==> config.mk <==
export PLATFORM = sky130hd
export DESIGN_NAME = skolem_bvadd_cmp_inv_seq
export DESIGN_NICKNAME = d
export VERILOG_FILES = /design/src/rtl/skolem_pkg.sv /design/src/rtl/skolem_serial_add.sv /design/src/rtl/skolem_bvadd_cmp_inv_seq.sv
export SDC_FILE = /design/constraint.sdc
export NUM_CORES = 1
export LEC_CHECK = 0
export BUFFER_PORTS_ARGS = -buffer_cell sky130_fd_sc_hd__buf_4
export CORE_ASPECT_RATIO = 1.1
export CORE_MARGIN = 2
export CORE_UTILIZATION = 58
export DETAILED_ROUTE_END_ITERATION = 8
export PLACE_DENSITY = 0.82
export SLEW_MARGIN = 40
export SYNTH_ARGS = -nofsm -noshare
export SYNTH_HDL_FRONTEND = slang
export SYNTH_SLANG_ARGS = --single-unit
==> constraint.sdc <==
create_clock -name clk -period 3.85 [get_ports clk]
set_clock_uncertainty 0.1 [all_clocks]
set_input_delay 0.77 -clock clk [delete_from_list [all_inputs] [get_ports clk]]
set_output_delay 0.77 -clock clk [all_outputs]
set_load 0.1 [all_outputs]
==> src/rtl/skolem_pkg.sv <==
// Shared types and helpers for the bit-serial Skolem witness engine.
// Optional feature macro used by this slice: SKOLEM_SELFCHECK_EN.
package skolem_pkg;

  typedef enum logic [1:0] {
    OP_UGE = 2'd0,
    OP_UGT = 2'd1,
    OP_ULE = 2'd2,
    OP_ULT = 2'd3
  } op_e;

  typedef enum logic [1:0] {
    IDLE  = 2'd0,
    CALC  = 2'd1,
    CHECK = 2'd2,
    DONE  = 2'd3
  } state_e;

  // ugt folds its "+1" into the initial carry, so c0 can be 2
  function automatic logic [1:0] carry_init(op_e op);
    logic [1:0] c;
    unique case (op)
      OP_UGT:  c = 2'd2;
      default: c = 2'd1;
    endcase
    return c;
  endfunction

endpackage

==> src/rtl/skolem_serial_add.sv <==
// One-bit serial adder slice with a 2-bit carry register.
// Carry spans 0..2 so an initial "+2" can be injected at load.
module skolem_serial_add (
  input  logic       clk,
  input  logic       rst,
  input  logic       load,
  input  logic       en,
  input  logic [1:0] c0,
  input  logic       a,
  input  logic       b,
  output logic       sum
);

  logic [1:0] c_q;
  logic [1:0] c_d;
  logic [2:0] tot;

  always_comb begin
    tot = {2'b00, a} + {2'b00, b} + {1'b0, c_q};
    sum = tot[0];
    c_d = c_q;
    if (load) begin
      c_d = c0;
    end else if (en) begin
      c_d = tot[2:1];
    end
  end

  always_ff @(posedge clk or posedge rst) begin
    if (rst) begin
      c_q <= 2'd0;
    end else begin
      c_q <= c_d;
    end
  end

endmodule

==> src/rtl/skolem_bvadd_cmp_inv_seq.sv <==
// Bit-serial Skolem witness for x in (x + s) <op> t, LSB first.
// Define SKOLEM_SELFCHECK_EN to add a one-cycle CHECK state driving out_err.
module skolem_bvadd_cmp_inv_seq
  import skolem_pkg::*;
#(
  parameter int W     = 4,
  parameter int CNT_W = $clog2(W + 1)
) (
  input  logic         clk,
  input  logic         rst,
  input  logic         in_valid,
  output logic         in_ready,
  input  logic [W-1:0] in_s,
  input  logic [W-1:0] in_t,
  input  logic [1:0]   in_op,
  output logic         out_valid,
  input  logic         out_ready,
  output logic [W-1:0] out_x,
  output logic         out_sat,
  output logic         out_err
);

  state_e         state_q, state_d;
  logic [CNT_W-1:0] cnt_q, cnt_d;
  logic [W-1:0]   s_sh_q, s_sh_d;
  logic [W-1:0]   t_sh_q, t_sh_d;
  logic [W-1:0]   x_q, x_d;
  op_e            op_q, op_d;
  logic           ones_q, ones_d;
  logic           zero_q, zero_d;
  logic           sat_q, sat_d;

  logic accept;
  logic last;
  logic a_bit;
  logic b_bit;
  logic sum_bit;
  logic ones_fin;
  logic zero_fin;

`ifdef SKOLEM_SELFCHECK_EN
  logic [W-1:0] s_q, s_d;
  logic [W-1:0] t_q, t_d;
  logic         err_q, err_d;
  logic [W-1:0] chk_sum;
  logic         pred;
`endif

  assign accept = in_valid & in_ready;
  assign last   = (cnt_q == CNT_W'(W - 1));
  // ule/ult both want x = -s, so the t operand is masked off
  assign a_bit  = (op_q == OP_ULE || op_q == OP_ULT) ? 1'b0 : t_sh_q[0];
  assign b_bit  = ~s_sh_q[0];

  assign ones_fin = ones_q & t_sh_q[0];
  assign zero_fin = zero_q & ~t_sh_q[0];

  skolem_serial_add u_add (
    .clk  (clk),
    .rst  (rst),
    .load (accept),
    .en   (state_q == CALC),
    .c0   (carry_init(op_e'(in_op))),
    .a    (a_bit),
    .b    (b_bit),
    .sum  (sum_bit)
  );

`ifdef SKOLEM_SELFCHECK_EN
  assign chk_sum = x_q + s_q;
  always_comb begin
    pred = 1'b0;
    unique case (op_q)
      OP_UGE: pred = (chk_sum >= t_q);
      OP_UGT: pred = (chk_sum >  t_q);
      OP_ULE: pred = (chk_sum <= t_q);
      OP_ULT: pred = (chk_sum <  t_q);
      default: pred = 1'b0;
    endcase
  end
`endif

  always_comb begin
    state_d  = state_q;
    cnt_d    = cnt_q;
    s_sh_d   = s_sh_q;
    t_sh_d   = t_sh_q;
    x_d      = x_q;
    op_d     = op_q;
    ones_d   = ones_q;
    zero_d   = zero_q;
    sat_d    = sat_q;
`ifdef SKOLEM_SELFCHECK_EN
    s_d      = s_q;
    t_d      = t_q;
    err_d    = err_q;
`endif
    in_ready  = (state_q == IDLE);
    out_valid = (state_q == DONE);

    unique case (state_q)
      IDLE: begin
        if (in_valid) begin
          state_d = CALC;
          cnt_d   = '0;
          s_sh_d  = in_s;
          t_sh_d  = in_t;
          op_d    = op_e'(in_op);
          ones_d  = 1'b1;
          zero_d  = 1'b1;
`ifdef SKOLEM_SELFCHECK_EN
          s_d     = in_s;
          t_d     = in_t;
          err_d   = 1'b0;
`endif
        end
      end
      CALC: begin
        x_d    = {sum_bit, x_q[W-1:1]};
        s_sh_d = s_sh_q >> 1;
        t_sh_d = t_sh_q >> 1;
        ones_d = ones_fin;
        zero_d = zero_fin;
        cnt_d  = cnt_q + CNT_W'(1);
        if (last) begin
          unique case (op_q)
            OP_UGT:  sat_d = ~ones_fin;
            OP_ULT:  sat_d = ~zero_fin;
            default: sat_d = 1'b1;
          endcase
`ifdef SKOLEM_SELFCHECK_EN
          state_d = CHECK;
`else
          state_d = DONE;
`endif
        end
      end
      CHECK: begin
`ifdef SKOLEM_SELFCHECK_EN
        err_d = sat_q & ~pred;
`endif
        state_d = DONE;
      end
      DONE: begin
        if (out_ready) begin
          state_d = IDLE;
        end
      end
      default: state_d = IDLE;
    endcase
  end

  always_ff @(posedge clk or posedge rst) begin
    if (rst) begin
      state_q <= IDLE;
      cnt_q   <= '0;
      s_sh_q  <= '0;
      t_sh_q  <= '0;
      x_q     <= '0;
      op_q    <= OP_UGE;
      ones_q  <= 1'b1;
      zero_q  <= 1'b1;
      sat_q   <= 1'b0;
    end else begin
      state_q <= state_d;
      cnt_q   <= cnt_d;
      s_sh_q  <= s_sh_d;
      t_sh_q  <= t_sh_d;
      x_q     <= x_d;
      op_q    <= op_d;
      ones_q  <= ones_d;
      zero_q  <= zero_d;
      sat_q   <= sat_d;
    end
  end

`ifdef SKOLEM_SELFCHECK_EN
  always_ff @(posedge clk or posedge rst) begin
    if (rst) begin
      s_q   <= '0;
      t_q   <= '0;
      err_q <= 1'b0;
    end else begin
      s_q   <= s_d;
      t_q   <= t_d;
      err_q <= err_d;
    end
  end
  assign out_err = err_q;
`else
  assign out_err = 1'b0;
`endif

  assign out_x   = x_q;
  assign out_sat = sat_q;

endmodule

After elaboration in Yosys (flattened, before gate mapping)
Index checks and enable logic that the tools add are counted.

storage, ports and cells
  register bits after elaboration = 24
  input bits = 14
  output and inout bits = 8
  logic and storage cells = 57

cells by class
  $add $sub $neg = 3
  eq/ne operators = 11
  multiplexer cells = 18
  bitwise logic cells = 7
  reductions and logical operators = 8

operator list
  kind                                                    count
  one-hot mux 4 bit (2 select lines)                      2
  2-to-1 mux 2 bit                                        6
  equality test 2 bit (second input constant)             4
  2-to-1 mux 4 bit                                        2
  one-hot mux 2 bit (4 select lines)                      1
  equality test 2 x 1 -> 1 bit (second input constant)    3
  one-hot mux 1 bit (2 select lines)                      3
  one-hot mux 3 bit (2 select lines)                      1
  AND reduction 2 bit                                     3
  inequality test 2 bit (second input constant)           2
  inverter 1 bit                                          4
  nonzero test 2 bit                                      2
  adder 3 x 1 -> 3 bit (second input constant)            1
  adder 3 x 2 -> 3 bit                                    1
  AND 1 bit                                               3
  equality test 3 x 2 -> 1 bit (second input constant)    1
  2-to-1 mux 3 bit                                        1
  AND reduction 3 bit                                     1
  adder 1 x 1 -> 2 bit                                    1
  zero test 2 bit                                         1
  2-to-1 mux 1 bit                                        2
  inequality test 2 x 1 -> 1 bit (second input constant)  1
  logical OR 1 bit                                        1

Depth between registers and ports, before layout
  depth after elaboration = 7
  gate-level depth with buffers = 6
  gate-level depth less buffers = 6

By module
Synthesis repeated with hierarchy kept, for this count alone.

second synthesis, totals
  cells, all modules = 125
  area total of the unflattened synthesis = 1,332.5 um^2

modules (own cells, without submodules)
  module                    instances  cells an instance  area each (um^2)  sequential area each (um^2)
  skolem_bvadd_cmp_inv_seq  1          109                1,189.9           553.0
  skolem_serial_add         1          16                 142.6             50.0

Worst setup path after synthesis
OpenSTA, ideal clock, no wires.

  path kind = flip-flop to flip-flop
  from = register state_q[0]
  to = register s_sh_q[0]
  setup time = 0.126 ns
  data arrival time = 2.023 ns
  data required time = 3.624 ns
  path slack = 1.601 ns
  cell stages (with the launch flop) = 7
  buffers on the path = 1
  clock period less this slack = 2.249 ns
  cell sequence = dfrtp_1 > inv_1 > ha_1 > buf_4 > nand2b_1 > a21oi_1 > a221o_1

on the way
  cells in the longest elaborated chain, start to end = 3
  elaborated cells on any way between the ends = 6
  classes of those cells = eq/ne: 2; mux: 1; reduce/logical: 3

ends and longest elaborated chain
  element                                                                RTL line                         source
  start, declared                                                        skolem_bvadd_cmp_inv_seq.sv:23   state_e state_q, state_d;
  start signal, assigned                                                 skolem_bvadd_cmp_inv_seq.sv:165  state_q <= state_d;
  zero test 2 bit *                                                      -
  named net in_ready                                                     skolem_bvadd_cmp_inv_seq.sv:12   output logic in_ready,
  inequality test 2 bit (no line) or nonzero test 2 bit (tied branches)  -
  AND reduction 2 bit (no line)                                          -
  end signal, assigned                                                   skolem_bvadd_cmp_inv_seq.sv:167  s_sh_q <= s_sh_d;
  end, declared                                                          skolem_bvadd_cmp_inv_seq.sv:25   logic [W-1:0] s_sh_q, s_sh_d;

Mark *: on every way through the listed nets, which the timed path passes. The rest lies on a longest branch.
A chain may end at the register's enable or synchronous reset.

Worst setup path after layout
  from = register state_q[0]
  to = output port in_ready

on the way
  cells in the longest elaborated chain, start to end = 1

ends and longest elaborated chain
  element          RTL line                        source
  zero test 2 bit  skolem_bvadd_cmp_inv_seq.sv:98  in_ready = (state_q == IDLE);
  end, declared    skolem_bvadd_cmp_inv_seq.sv:12

No other way between the ends.

==> metrics.txt <==
clk sinks=24; GRT Residual Overflow=0; Worst-Skew Late Latency=300 ps; min cycle time layout=roughly 2700 ps; critical path's top delay family=adder cells; Worst VDD drop=0.844 mV; CTS Buf Count=3; DRC Markers=0; wire length on met3=56 microns; syn_area_per_cell=10.9 sq um; GR Util All Layers=20.0%; Post-CTS Setup Inserts=0; syn_nets=139; CP required=between 2000 and 3000 ps; sequential fraction of the synthesis area=a little under half; Sequential Power Share=33.2%; die height=around 53 microns; overall routed net length=2.25 mm; Area Growth Syn to Fin=14.3%; IO Count=22; root buf cell=clkbuf_4; CTS Buffer Depth=2; worst path bufs/invs=2; vias per std cell=5.73; RSZ-0062 raised after global routing=false; Syn Inst Count=117; commonest non-fill, non-tap cell in the layout=dfrtp_1; largest net degree at the start of global routing=25; top routing layer used=met4; switching share of power=a little under 50%; Sw Pwr=between 0.0006 and 0.0007 W; Crit Path Class=reg2out; final hold vios=0; leakage=0.672 nW; # rows=17; H-tree levels=1; worst relative slew slack=roughly 46%; Synth area leaders=dfrtp_1 43%, ha_1 6.9%, mux2_2 6.2%; initial antenna violation count=0; share of layout cells above drive strength 1=27.6%; run status=finished clean; number of distinct library cells after synthesis=29; final worst path period share=a little under three quarters; M1 WL=between 1 and 1.5 mm; Post-DRT Antenna Nets=0; flops & latches, synth=24; CP max FO=23; final-stage net count=157; Clock transition at path regs=120 ps; Synth area leader=dfrtp_1; Startpoint Class=flip-flop; drt pass-1 iters=4; die width=48.7 microns; top-area cell type share of the netlist area=43.3%; DR WL met2=around 1.1 mm; PortBufs=20; max-slew violations=0; Worst Setup End Kind=output port; Syn Std Cell Area=0.00127 sq mm; Hold Buf Count CTS=0; commonest non-fill, non-tap cells in the layout=22 x dfrtp_1, 21 x buf_4, 10 x a21oi_1, 8 x nand2_1; PD cells=910 mW/mm^2; ant diodes=0; post-CTS sizing=0; final setup violation count=0; measured slew at the worst slew-check pin=just over 800 ps; global-route wire length before repair=3.97 mm; core footprint=slightly above 0.002 sq mm; slowest stage cell, crit path=ha_1; starting density of the core=~62%; clock group share of total power=9.5%; arrival time at the worst endpoint=1880 ps; CP Cell Sequence=inv_1 -> ha_1 -> buf_4; Layout fillers=166; Placement Setup Slack=1460 ps; vias in the first global route=a little over 900; WHS=376 ps; setup_tns=0 ps; CTS tree=built; Vias=roughly 930; post-layout util=71.2%; HP Class=in2async; Logic pwr share=57.3%; overall power=0.00132 W; WL/cell=between 10 and 15 microns; Yosys warnings=0; GPL Wtd Cong=0.757; Fmax achieved=364 MHz; initial DRC count=16; Critical Path Max Stage Delay=640 ps; max-cap violation count=0; Pint=about 0.0007 W; final setup margin=1100 ps; DP Wirelength=1.65 mm; die area=0.00259 sq mm
==> Yosys cell counts, drive strengths merged <==
master and instances:
fa 1, o32ai 1, inv 6, nor2b 5, ha 7, a221o 6
nor3 1, mux2 8, a211oi 1, dfrtp 22, dfstp 2, and2 1
o2bb2ai 2, a22o 1, a21o 1, nand3 6, nand2b 7, mux2i 2
o21ai 6, a41oi 1, nand2 8, nor3b 1, a21oi 10, buf 8
a31oi 2, conb 1
==> cell type report <==
class	count	area, sq um	area share [%]
flip-flops and latches	24	603	41.5
multi-input cells	79	599	41.2
repair buffers	21	158	10.8
clock buffers	4	36.3	2.50
well taps	28	35.0	2.41
inverters	6	22.5	1.55
==> layer usage <==
layer / vias to the layer above / track usage [%]
met4: 0 / 7.14
met2: 21 / 33.8
met5: - / 0
li1: 450 / -
met3: 2 / 2.82
met1: 455 / 26.7
==> sequential cells by signal, summed over array words and instances, names as in the netlist, 2 cells and up <==
signal	count
op_q	2
s_sh_q	4
state_q	2
t_sh_q	4
cnt_q	3
u_add.c_q	2
out_x	4
==> power by group through the flow <==
stage	logic, W	clock network (W)	registers [W]
3_3_place_gp	0.000736	0	0.000437
3_5_place_dp	0.000763	0	0.000443
6_report	0.000758	0.000126	0.000439
2_1_floorplan	0.000463	0	0.000603
5_1_grt	0.000824	0.000144	0.000454
4_1_cts	0.000764	0.000131	0.000438
==> worst register-to-register path, stage by stage, from the launching register on <==
cell     delay, ps
dfrtp_1        450
nor2b_1        210
ha_1           260
ha_1           190
fa_1           350
mux2_2         260
a21o_1         170
==> worst paths after layout <==
check                                            start                        to  slack, ps  cells past startpoint
worst max-delay path            state_q[0]$_DFFE_PP0P_                  in_ready       1100                      3
worst min-delay path                               rst  u_add.c_q[0]$_DFFE_PP0P_        380                      2
worst max register to register   t_sh_q[0]$_DFFE_PP0P_  u_add.c_q[1]$_DFFE_PP0P_       1760                      6
worst min register to register    cnt_q[2]$_DFFE_PP0P_      cnt_q[2]$_DFFE_PP0P_        390                      2
max in group asynchronous                          rst        zero_q$_DFFE_PP1P_       2920                      2
min in group clk                  cnt_q[2]$_DFFE_PP0P_      cnt_q[2]$_DFFE_PP0P_        390                      2
==> metrics by stage <==
step	area [sq um]	instances
final	1450	162
after global routing	1450	162
after CTS	1450	162
after detailed placement	1420	158
after global placement	1420	158
after floorplan	1270	117
==> cells by family after synthesis <==
group / count (synthesis) / synth area share (%)
adder cells (fa/ha/maj): 8 / 8.46
flip-flops: 24 / 47.4
multiplexers: 10 / 8.65
AND/OR/NAND/NOR: 29 / 13.1
other: 1 / 0.295
AO/OA/AOI/OAI: 31 / 16.6
buffers and inverters: 14 / 5.51
No activity file was read; power rests on OpenSTA's default activity.
